--- config.mk ---
export PLATFORM = sky130hd
export DESIGN_NAME = store_buffer_flat
export DESIGN_NICKNAME = d
export VERILOG_FILES = /design/src/rtl/tartaruga_pkg.sv /design/src/rtl/store_buffer_if.sv /design/src/rtl/store_buffer_fwd.sv /design/src/rtl/store_buffer.sv /design/src/flat_wrapper.sv
export SDC_FILE = /design/constraint.sdc
export NUM_CORES = 1
export LEC_CHECK = 0
export CORE_UTILIZATION = 49
export CTS_BUF_LIST = sky130_fd_sc_hd__clkbuf_4 sky130_fd_sc_hd__clkbuf_8
export CTS_CLUSTER_DIAMETER = 80
export CTS_CLUSTER_SIZE = 40
export DETAILED_ROUTE_END_ITERATION = 7
export GPL_TIMING_DRIVEN = 0
export PLACE_DENSITY = 0.74
export SYNTH_ARGS = -nofsm -noshare
export SYNTH_HDL_FRONTEND = slang
export SYNTH_SLANG_ARGS = --single-unit
--- constraint.sdc ---
create_clock -name clk_i -period 3.1 [get_ports clk_i]
set_input_delay 0.62 -clock clk_i [delete_from_list [all_inputs] [get_ports clk_i]]
set_output_delay 0.62 -clock clk_i [all_outputs]
set_load 0.03 [all_outputs]
--- src/rtl/tartaruga_pkg.sv ---
// Shared types for the store buffer: geometry, entry layout, size encoding
// and the lane/byte-enable helpers used on the memory side.
package tartaruga_pkg;

  localparam int STORE_BUFFER_SIZE = 4;
  localparam int SB_IDX_W          = $clog2(STORE_BUFFER_SIZE);

  typedef logic [SB_IDX_W-1:0] store_buffer_idx_t;

  typedef enum logic [1:0] {
    SB_BYTE = 2'd0,
    SB_HALF = 2'd1,
    SB_WORD = 2'd2
  } sb_size_t;

  typedef enum logic [1:0] {
    SB_FREE      = 2'd0,
    SB_PENDING   = 2'd1,
    SB_COMMITTED = 2'd2
  } sb_state_t;

  typedef struct packed {
    sb_state_t   state;
    sb_size_t    size;
    logic [31:0] addr;
    logic [31:0] data;
  } sb_entry_t;

  // Byte enables for a store; an out-of-range size behaves as a word.
  function automatic logic [3:0] sb_byte_en(input sb_size_t size, input logic [1:0] offset);
    case (size)
      SB_BYTE: return 4'b0001 << offset;
      SB_HALF: return 4'b0011 << offset;
      default: return 4'b1111;
    endcase
  endfunction

  function automatic logic [31:0] sb_lane_data(input sb_size_t size, input logic [31:0] data);
    case (size)
      SB_BYTE: return {4{data[7:0]}};
      SB_HALF: return {2{data[15:0]}};
      default: return data;
    endcase
  endfunction

endpackage

--- src/rtl/store_buffer_if.sv ---
// Bundle of the store buffer's execute, retire, memory and load-lookup signals.
// master = surrounding pipeline/memory, slave = store_buffer.
interface store_buffer_if
  import tartaruga_pkg::*;
();

  logic                         alloc_valid_i;
  logic [31:0]                  alloc_addr_i;
  logic [31:0]                  alloc_data_i;
  logic [1:0]                   alloc_size_i;
  logic                         alloc_ready_o;
  store_buffer_idx_t            alloc_idx_o;

  logic                         commit_valid_i;
  store_buffer_idx_t            commit_idx_i;
  logic [STORE_BUFFER_SIZE-1:0] discard_i;

  logic                         mem_req_valid_o;
  logic                         mem_req_ready_i;
  logic [31:0]                  mem_addr_o;
  logic [31:0]                  mem_data_o;
  logic [3:0]                   mem_be_o;

  logic [31:0]                  ld_addr_i;
  logic                         ld_fwd_hit_o;
  logic [31:0]                  ld_fwd_data_o;
  logic                         ld_stall_o;

  logic                         full_o;
  logic                         empty_o;

  modport master (
    output alloc_valid_i, alloc_addr_i, alloc_data_i, alloc_size_i,
    input  alloc_ready_o, alloc_idx_o,
    output commit_valid_i, commit_idx_i, discard_i,
    input  mem_req_valid_o, mem_addr_o, mem_data_o, mem_be_o,
    output mem_req_ready_i,
    output ld_addr_i,
    input  ld_fwd_hit_o, ld_fwd_data_o, ld_stall_o,
    input  full_o, empty_o
  );

  modport slave (
    input  alloc_valid_i, alloc_addr_i, alloc_data_i, alloc_size_i,
    output alloc_ready_o, alloc_idx_o,
    input  commit_valid_i, commit_idx_i, discard_i,
    output mem_req_valid_o, mem_addr_o, mem_data_o, mem_be_o,
    input  mem_req_ready_i,
    input  ld_addr_i,
    output ld_fwd_hit_o, ld_fwd_data_o, ld_stall_o,
    output full_o, empty_o
  );

endinterface

--- src/rtl/store_buffer_fwd.sv ---
// Youngest-match load lookup over the store buffer entries (pure combinational).
// Define STORE_BUFFER_FWD_EN to forward full-word matches instead of stalling.
module store_buffer_fwd
  import tartaruga_pkg::*;
(
  input  sb_entry_t         entry_i [STORE_BUFFER_SIZE],
  input  store_buffer_idx_t head_i,
  input  logic [31:0]       ld_addr_i,
  output logic              fwd_hit_o,
  output logic [31:0]       fwd_data_o,
  output logic              stall_o
);

  logic [STORE_BUFFER_SIZE-1:0] match;
  logic                         unused_ld_lsb;

  assign unused_ld_lsb = ^ld_addr_i[1:0];

  for (genvar gi = 0; gi < STORE_BUFFER_SIZE; gi++) begin : g_match
    logic unused_bits;
    assign match[gi] = (entry_i[gi].state != SB_FREE) &&
                       (entry_i[gi].addr[31:2] == ld_addr_i[31:2]);
`ifdef STORE_BUFFER_FWD_EN
    assign unused_bits = ^entry_i[gi].addr[1:0];
`else
    assign unused_bits = ^{entry_i[gi].addr[1:0], entry_i[gi].size, entry_i[gi].data};
`endif
  end

`ifdef STORE_BUFFER_FWD_EN
  store_buffer_idx_t scan_idx;
  logic              found;
  sb_size_t          young_size;
  logic [31:0]       young_data;

  // Walk oldest to youngest starting at head so the last hit is the youngest.
  always_comb begin
    found      = 1'b0;
    young_size = SB_WORD;
    young_data = '0;
    scan_idx   = head_i;
    for (int k = 0; k < STORE_BUFFER_SIZE; k++) begin
      scan_idx = head_i + store_buffer_idx_t'(k);
      if (match[scan_idx]) begin
        found      = 1'b1;
        young_size = entry_i[scan_idx].size;
        young_data = entry_i[scan_idx].data;
      end
    end
  end

  assign fwd_hit_o  = found && (young_size == SB_WORD);
  assign fwd_data_o = fwd_hit_o ? young_data : 32'h0;
  assign stall_o    = found && (young_size != SB_WORD);
`else
  logic unused_head;

  assign unused_head = ^head_i;
  assign fwd_hit_o   = 1'b0;
  assign fwd_data_o  = 32'h0;
  assign stall_o     = |match;
`endif

endmodule

--- src/rtl/store_buffer.sv ---
// Circular store buffer: allocate at tail, commit in order at cmt, drain from head.
// Load forwarding is selected by STORE_BUFFER_FWD_EN inside store_buffer_fwd.
module store_buffer
  import tartaruga_pkg::*;
(
  input logic           clk_i,
  input logic           rst_i,
  store_buffer_if.slave sb
);

  sb_entry_t                    entry_reg  [STORE_BUFFER_SIZE];
  sb_entry_t                    entry_next [STORE_BUFFER_SIZE];
  store_buffer_idx_t            head_reg, head_next;
  store_buffer_idx_t            cmt_reg, cmt_next;
  store_buffer_idx_t            tail_reg, tail_next;
  logic [STORE_BUFFER_SIZE-1:0] busy;
  logic                         full;
  logic                         discard_any;
  logic                         alloc_fire;
  logic                         commit_fire;
  logic                         drain_fire;
  sb_entry_t                    head_entry;

  for (genvar gi = 0; gi < STORE_BUFFER_SIZE; gi++) begin : g_busy
    assign busy[gi] = (entry_reg[gi].state != SB_FREE);
  end

  // Occupancy comes from registered state only, so a drain never frees a slot
  // for an alloc in the same cycle.
  assign full        = &busy;
  assign head_entry  = entry_reg[head_reg];
  assign discard_any = |sb.discard_i;
  assign alloc_fire  = sb.alloc_valid_i && !full && !discard_any;
  assign commit_fire = sb.commit_valid_i && (sb.commit_idx_i == cmt_reg) &&
                       (entry_reg[cmt_reg].state == SB_PENDING);
  assign drain_fire  = (head_entry.state == SB_COMMITTED) && sb.mem_req_ready_i;

  always_comb begin
    entry_next = entry_reg;
    head_next  = head_reg;
    cmt_next   = cmt_reg;
    tail_next  = tail_reg;

    // Commit is applied before discard so the retiring store survives a squash.
    if (commit_fire) begin
      entry_next[cmt_reg].state = SB_COMMITTED;
      cmt_next                  = cmt_reg + store_buffer_idx_t'(1);
    end

    if (discard_any) begin
      for (int i = 0; i < STORE_BUFFER_SIZE; i++) begin
        if (sb.discard_i[i] && (entry_next[i].state == SB_PENDING)) begin
          entry_next[i].state = SB_FREE;
        end
      end
      tail_next = cmt_next;
    end

    if (alloc_fire) begin
      entry_next[tail_reg] = '{state: SB_PENDING,
                               size:  sb_size_t'(sb.alloc_size_i),
                               addr:  sb.alloc_addr_i,
                               data:  sb.alloc_data_i};
      tail_next            = tail_reg + store_buffer_idx_t'(1);
    end

    if (drain_fire) begin
      entry_next[head_reg].state = SB_FREE;
      head_next                  = head_reg + store_buffer_idx_t'(1);
    end
  end

  always_ff @(posedge clk_i) begin
    if (rst_i) begin
      for (int i = 0; i < STORE_BUFFER_SIZE; i++) begin
        entry_reg[i] <= '0;
      end
      head_reg <= '0;
      cmt_reg  <= '0;
      tail_reg <= '0;
    end else begin
      entry_reg <= entry_next;
      head_reg  <= head_next;
      cmt_reg   <= cmt_next;
      tail_reg  <= tail_next;
    end
  end

  // Memory-side outputs are decoded from the head entry, which cannot change
  // while it waits for ready, so they hold stable through backpressure.
  assign sb.mem_req_valid_o = (head_entry.state == SB_COMMITTED);
  assign sb.mem_addr_o      = {head_entry.addr[31:2], 2'b00};
  assign sb.mem_data_o      = sb_lane_data(head_entry.size, head_entry.data);
  assign sb.mem_be_o        = sb_byte_en(head_entry.size, head_entry.addr[1:0]);

  assign sb.alloc_ready_o = !full;
  assign sb.alloc_idx_o   = tail_reg;
  assign sb.full_o        = full;
  assign sb.empty_o       = ~|busy;

  store_buffer_fwd u_fwd (
    .entry_i    (entry_reg),
    .head_i     (head_reg),
    .ld_addr_i  (sb.ld_addr_i),
    .fwd_hit_o  (sb.ld_fwd_hit_o),
    .fwd_data_o (sb.ld_fwd_data_o),
    .stall_o    (sb.ld_stall_o)
  );

endmodule

--- src/flat_wrapper.sv ---
// flat-port wrapper written by rule: the top's interface ports become plain ports
module store_buffer_flat import tartaruga_pkg::*;
  (clk_i, rst_i, sb_alloc_valid_i, sb_alloc_addr_i, sb_alloc_data_i, sb_alloc_size_i, sb_alloc_ready_o, sb_alloc_idx_o, sb_commit_valid_i, sb_commit_idx_i, sb_discard_i, sb_mem_req_valid_o, sb_mem_addr_o, sb_mem_data_o, sb_mem_be_o, sb_mem_req_ready_i, sb_ld_addr_i, sb_ld_fwd_hit_o, sb_ld_fwd_data_o, sb_ld_stall_o, sb_full_o, sb_empty_o);
  store_buffer_if sb_i ();
  input logic clk_i;
  input logic rst_i;
  input wire logic [$bits(sb_i.alloc_valid_i)-1:0] sb_alloc_valid_i;
  input wire logic [$bits(sb_i.alloc_addr_i)-1:0] sb_alloc_addr_i;
  input wire logic [$bits(sb_i.alloc_data_i)-1:0] sb_alloc_data_i;
  input wire logic [$bits(sb_i.alloc_size_i)-1:0] sb_alloc_size_i;
  output wire logic [$bits(sb_i.alloc_ready_o)-1:0] sb_alloc_ready_o;
  output wire logic [$bits(sb_i.alloc_idx_o)-1:0] sb_alloc_idx_o;
  input wire logic [$bits(sb_i.commit_valid_i)-1:0] sb_commit_valid_i;
  input wire logic [$bits(sb_i.commit_idx_i)-1:0] sb_commit_idx_i;
  input wire logic [$bits(sb_i.discard_i)-1:0] sb_discard_i;
  output wire logic [$bits(sb_i.mem_req_valid_o)-1:0] sb_mem_req_valid_o;
  output wire logic [$bits(sb_i.mem_addr_o)-1:0] sb_mem_addr_o;
  output wire logic [$bits(sb_i.mem_data_o)-1:0] sb_mem_data_o;
  output wire logic [$bits(sb_i.mem_be_o)-1:0] sb_mem_be_o;
  input wire logic [$bits(sb_i.mem_req_ready_i)-1:0] sb_mem_req_ready_i;
  input wire logic [$bits(sb_i.ld_addr_i)-1:0] sb_ld_addr_i;
  output wire logic [$bits(sb_i.ld_fwd_hit_o)-1:0] sb_ld_fwd_hit_o;
  output wire logic [$bits(sb_i.ld_fwd_data_o)-1:0] sb_ld_fwd_data_o;
  output wire logic [$bits(sb_i.ld_stall_o)-1:0] sb_ld_stall_o;
  output wire logic [$bits(sb_i.full_o)-1:0] sb_full_o;
  output wire logic [$bits(sb_i.empty_o)-1:0] sb_empty_o;
  assign sb_i.alloc_valid_i = sb_alloc_valid_i;
  assign sb_i.alloc_addr_i = sb_alloc_addr_i;
  assign sb_i.alloc_data_i = sb_alloc_data_i;
  assign sb_i.alloc_size_i = sb_alloc_size_i;
  assign sb_alloc_ready_o = sb_i.alloc_ready_o;
  assign sb_alloc_idx_o = sb_i.alloc_idx_o;
  assign sb_i.commit_valid_i = sb_commit_valid_i;
  assign sb_i.commit_idx_i = sb_commit_idx_i;
  assign sb_i.discard_i = sb_discard_i;
  assign sb_mem_req_valid_o = sb_i.mem_req_valid_o;
  assign sb_mem_addr_o = sb_i.mem_addr_o;
  assign sb_mem_data_o = sb_i.mem_data_o;
  assign sb_mem_be_o = sb_i.mem_be_o;
  assign sb_i.mem_req_ready_i = sb_mem_req_ready_i;
  assign sb_i.ld_addr_i = sb_ld_addr_i;
  assign sb_ld_fwd_hit_o = sb_i.ld_fwd_hit_o;
  assign sb_ld_fwd_data_o = sb_i.ld_fwd_data_o;
  assign sb_ld_stall_o = sb_i.ld_stall_o;
  assign sb_full_o = sb_i.full_o;
  assign sb_empty_o = sb_i.empty_o;
  store_buffer u_core (.clk_i(clk_i), .rst_i(rst_i), .sb(sb_i));
endmodule
# [After elaboration in Yosys (flattened, before gate mapping)]
# Cells that the tools add are included.
[word_totals] register_bits=278 latchBits=0 mem_bits_rw=0 romBits=0 inputBits=109 output_inout_bits=108 elab_cells=105 memories=0
[op_classes] add_sub_neg=3 multipliers=0 div_mod_pow=0 n_lt_le_gt_ge=6 n_eq_ne=12 n_shift=2 muxes=31 n_bitwise=3 reduce_logical=29
[ops] op="272-bit bitwise mux" count=3
[ops] op="272-bit 2-to-1 mux" count=3
[ops] op="68-bit 2-to-1 mux" count=7
[ops] op="68-bit demux with 2-bit select" count=3
[ops] op="68-bit binary-select mux with 2-bit select" count=2
[ops] op="30-bit equality test" count=4
[ops] op="32-bit case mux with 2 select lines" count=1
[ops] op="2-bit 2-to-1 mux" count=11
[ops] op="1-bit logical AND" count=16
[ops] op="2-bit by 1-bit equality test with 1-bit output, second input constant" count=6
[ops] op="4-bit OR reduction" count=3
[ops] op="2-bit nonzero test" count=5
[ops] op="3-bit greater-or-equal comparator, second input constant" count=3
[ops] op="3-bit by 1-bit less-than comparator with 1-bit output, second input constant" count=3
[ops] op="2-bit inverter with 3-bit output" count=3
[ops] op="4-bit case mux with 2 select lines" count=1
[ops] op="2-bit by 1-bit adder with 2-bit output, second input constant" count=3
[ops] op="4-bit AND reduction" count=1
[ops] op="1-bit by 2-bit << shifter with 4-bit output, first input constant" count=1
[ops] op="2-bit by 2-bit << shifter with 4-bit output, first input constant" count=1
[ops] op="1-bit zero test" count=3
[ops] op="2-bit equality test" count=1
[ops] op="2-bit equality test, second input constant" count=1
[ops] op="2-bit zero test" count=1

# [Depth between registers and ports, before layout]
[logic_depth] word_depth=15 ltp_mapped=8

# [Cells and area by module]
# A second synthesis with hierarchy kept.
[unflattened] hier_cells=1605 area_unflattened_um2=13768.2
[by_module_without_submodules] mod="store_buffer" instances=1 cells_per_inst=1405 area_each_um2=12135.4 seq_area_each_um2=5565.3
[by_module_without_submodules] mod="store_buffer_fwd" instances=1 cells_per_inst=200 area_each_um2=1632.8 seq_area_each_um2=0.0

# [Worst setup path before layout]
# OpenSTA, ideal clock, no wires.
[synth_timing] path_type="flip-flop to output port" startpoint="reg u_core.head_reg[0]" endpoint="out sb_mem_data_o[24]" arrival_ns=2.058 slack_ns=0.422 path_stages_with_launch=6 path_buffers=2 path_cell_list="dfxtp_1 buf_4 mux4_2 buf_2 mux2i_1 o21ai_0"
[synth_between] elab_chain_cells=6 elab_cells_between_ends=7
[synth_rtl] item="start: declaration" line_no="store_buffer.sv:13" text="store_buffer_idx_t head_reg, head_next;"
[synth_rtl] item="start signal: assignment" line_no="store_buffer.sv:83" text="head_reg <= head_next;"
[synth_rtl] item="2-bit inverter with 3-bit output (implied by the code) (*)" line_no="store_buffer.sv:31" text="assign head_entry = entry_reg[head_reg];"
[synth_rtl] item="68-bit binary-select mux with 2-bit select (*)" line_no="store_buffer.sv:31"
[synth_rtl] item="68-bit 2-to-1 mux (implied by the code) (*) (2 in series)" line_no="store_buffer.sv:31"
[synth_rtl] item="2-bit by 1-bit equality test with 1-bit output or 2-bit zero test (tied branches)" line_no="tartaruga_pkg.sv:39" text="case (size)"
[synth_rtl] item="32-bit case mux with 2 select lines (*)" line_no="tartaruga_pkg.sv:39"
[synth_rtl] item="end: declaration" line_no="flat_wrapper.sv:18" text="output wire logic [$bits(sb_i.mem_data_o)-1:0] sb_mem_data_o;"
# Mark *: on every way between the ends. The rest lies on a longest branch, timed or not. The select of a mux whose other input is x is not followed.

# [Final worst setup path]
[layout_timing] startpoint="reg u_core.head_reg[0]" endpoint="out sb_mem_data_o[10]"
# The elaborated chain is that of the path after synthesis.

==> summary.md <==
| Metric | Value |
|---|---|
| Outcome | `finished with violations` |
| Failing checks | `negative setup slack` |
| Vias in the first global route | `between 10,000 and 15,000` |
| Final Power | `between 6000 and 7000 µW` |
| Max Root-Sink Buffers | `3` |
| Syn_area_per_cell | `8.488 µm²` |
| TritonCTS clock tree | `built` |
| Reg2reg path depth | `7` |
| # DRC | `0` |
| Switching power | `around 1700 µW` |
| # port buffers | `~170` |
| Synth unique cells | `42` |
| Sequential area share after synthesis | `about two fifths` |
| Cells after synthesis | `roughly 1,600` |
| Sequential Power Share | `58.6%` |
| CP required | `~2.5 ns` |
| Slew HR | `a little under half` |
| Final hold violation count | `0` |
| Cell Rows | `60` |
| ANT nets after route | `0` |
| Post-DP HPWL | `32,540 µm` |
| RR Startpoint | `u_core.entry_reg[135]$_SDFF_PP0_` |
| Ys flop type | `dfxtp_1` |
| Type of the worst setup path | `reg2out` |
| Iteration count of the initial detailed-routing pass | `5` |
| Final GP Congestion | `around 1.0` |
| Tot GR Track Use | `31.47%` |
| First-pass GRT wire length | `68,820 µm` |
| Comb power frac | `between 10% and 20%` |
| Layout cells sized above 1 | `~17%` |
| Clk Tree Root Cell | `clkbuf_8` |
| Crit-path max FO | `6` |
| Post-Synth Adder-Cell Area | `1.104%` |
| Pin count of the biggest net entering global routing | `between 40 and 50` |
| YS warnings | `0` |
| Peak VDD IR | `around 0.00037 V` |
| Crit. Startpoint | `u_core.head_reg[0]$_SDFFE_PP0P_` |
| End of the critical path | `sb_mem_data_o[10]` |
| Antenna violations before repair | `1` |
| Vias/cell | `5.711` |
| Mapped Area | `0.01360 mm²` |
| Unrepaired setup endpoints after global routing | `true` |
| EDFF count, synth | `0` |
| Complex-gate fraction of the synthesized area | `between 10% and 20%` |
| Synth area leader | `dfxtp_1` |
| Syn-to-layout area delta | `21.28%` |
| Initial Util | `50.18%` |
| Grt ovf | `0` |
| Power share of the clock group | `between 30 and 40%` |
| Post-synthesis mux area share | `13.01%` |
| Worst-Margin Slew | `about 0.82 ns` |
| Die Wd | `168.6 µm` |
| Sw Share | `between 20% and 30%` |
| CP startpoint kind | `flip-flop` |
| Main combinational cell family by area after synthesis | `simple AND/OR/NAND/NOR gates` |
| Critical path capture point type | `output port` |
| Min Tclk post-route | `around 3.2 ns` |
| Synth Area in XOR/XNOR | `under 10%` |
| Min-Delay Path Class | `reg2reg` |
| Worst skew pair latency | `0.60 ns` |
| Fin util | `60.85%` |
| Final Setup Violations | `8` |
| Initial DRC Count | `between 1,000 and 1,500` |
| CTS Buf Count | `15` |
| Routed vias | `~13,000` |
| Final WS setup | `-0.07914 ns` |
| Yosys reg bits | `between 200 and 300` |
| Final period util | `102.6%` |
| Fraction of registers with async set/reset | `0%` |
| Top post-synthesis cells by area | `dfxtp_1, nand2_1, mux4_2` |
| Pint | `4411 µW` |
| # Max-Cap Violations | `0` |
| Full die area | `around 0.028 mm²` |
| Max Slew Vio Count | `0` |
| Leak Pwr | `slightly below 0.006 µW` |
| Critical path arrival | `2.56 ns` |
| # nets final | `1,955` |
| I/O pins | `217` |
| CTS sink count | `roughly 280` |
| Power per Cell Area | `around 370 mW/mm²` |
| Clock skew | `slightly above 0.07 ns` |
| Top cell type's share of synthesized area | `between 40% and 50%` |
| H-Tree Level Count | `1` |
| Synth Area in Simple Gates | `between 10% and 20%` |
| WL final | `45,050 µm` |
| Die span in y | `between 150 and 200 µm` |
| Core area | `about 0.027 mm²` |
| Wirelength per Cell | `20.34 µm` |
| Register clock-pin slew on the reported worst setup and hold paths | `between 0.1 and 0.15 ns` |
| Reg2Reg Setup Slack | `just under 0.9 ns` |
| Fmax | `between 0.3 and 0.4 GHz` |
[cells in the final DEF (no fill, tap or decap), types with 17 or more instances in the layout]
cell type	instances
clkbuf_8	17
clkdlybuf4s50_1	81
mux4_2	67
buf_4	66
nand2_1	543
xnor2_1	47
conb_1	35
xor2_1	66
a21oi_1	276
clkbuf_1	53
dfxtp_1	275
dlygate4sd2_1	31
buf_2	57
[synth_stat cells (all sizes together) (3+ instances only)]
cell and n:
nand2b 5, and2 6, nor4 25, inv 7
o2111ai 3, and3b 3, clkbuf 58, mux2 16
xor2 76, nand3 6, nor3 5, a311oi 4
dfxtp 278, a21oi 276, nand4 16, a21o 5
ha 12, mux2i 8, o21ai 11, nor2 12
buf 93, nor2b 5, xnor2 47, mux4 67
nand2 543
[how the worst min path moves through the flow]
| stage | depth (start not counted) | slack, ns | end | startpoint |
|---|---|---|---|---|
| finish | 2 | 0.46 | flip-flop | flip-flop |
| global route | 2 | 0.48 | flip-flop | flip-flop |
| CTS | 2 | 0.46 | flip-flop | flip-flop |
| detailed placement | 2 | 0.45 | flip-flop | flip-flop |
| global placement | 2 | 0.44 | flip-flop | flip-flop |
| floorplan | 2 | 0.43 | flip-flop | flip-flop |
[per-stage QoR]
stage	cell area [µm²]	instances	setup TNS, ns	setup WS [ns]	hold WS (ns)
final	16490	2215	-0.3857	-0.07914	0.4641
after global placement	15910	2180	-17.41	-0.6383	0.4386
after detailed placement	15910	2180	-18.49	-0.6663	0.4455
after CTS	16500	2210	-0.2291	-0.03788	0.4641
after floorplan	13730	1636	0	0.4216	0.4331
after global routing	16490	2214	-0.8634	-0.1371	0.4779
[per-layer routing]
metal  global-route usage, %  share of wire [%]
met1                   42.69                 39
met2                   49.74                 46
met3                   5.237                 10
met4                   13.44                4.0
met5                       0                  0
[logic make-up after synthesis]
kind of cell    after synthesis
fa+ha+maj                    12
flops                       278
other cells                   1
compound gates              307
xor+xnor                    123
simple gates                632
mux                          91
buf+inv                     158
[power groups by stage]
| stage | Combinational [µW] | Clock [µW] | Sequential [µW] |
|---|---|---|---|
| global placement | 614 | 0 | 3670 |
| global route | 657 | 2040 | 3600 |
| finish | 630 | 1910 | 3600 |
| floorplan | 292 | 0 | 3670 |
| detailed placement | 615 | 0 | 3670 |
| CTS | 614 | 1910 | 3600 |
[critical path, stage by stage (launching register included)]
cell	delay [ns]
dfxtp_2	0.37
buf_6	0.14
mux4_2	0.54
buf_8	0.15
nor2_4	0.20
buf_6	0.16
mux2_4	0.30
buf_6	0.14
[area by class of cell]
cell class / count / area (µm²)
diodes: 1 / 2.502
plain buffers: 151 / 949.7
clock buffers: 17 / 227.7
clock inverters: 8 / 115.1
fillers: 2385 / 10610
inverters: 7 / 26.28
multi-input cells: 1200 / 7488
flip-flops and latches: 278 / 5569
well taps: 372 / 465.4
repair buffers: 181 / 1648
[timing repair]
| item | 4_1_cts | 5_1_grt |
|---|---|---|
| cloned | 0 | 1 |
| endpoints found under the setup margin | 67 | 46 |
| resized for setup | 332 | 71 |
| pin swaps | 2 | 0 |
| buffers inserted | 5 | 3 |
| hold buffers | 0 | 0 |
Power figures use the tool's default switching activity.
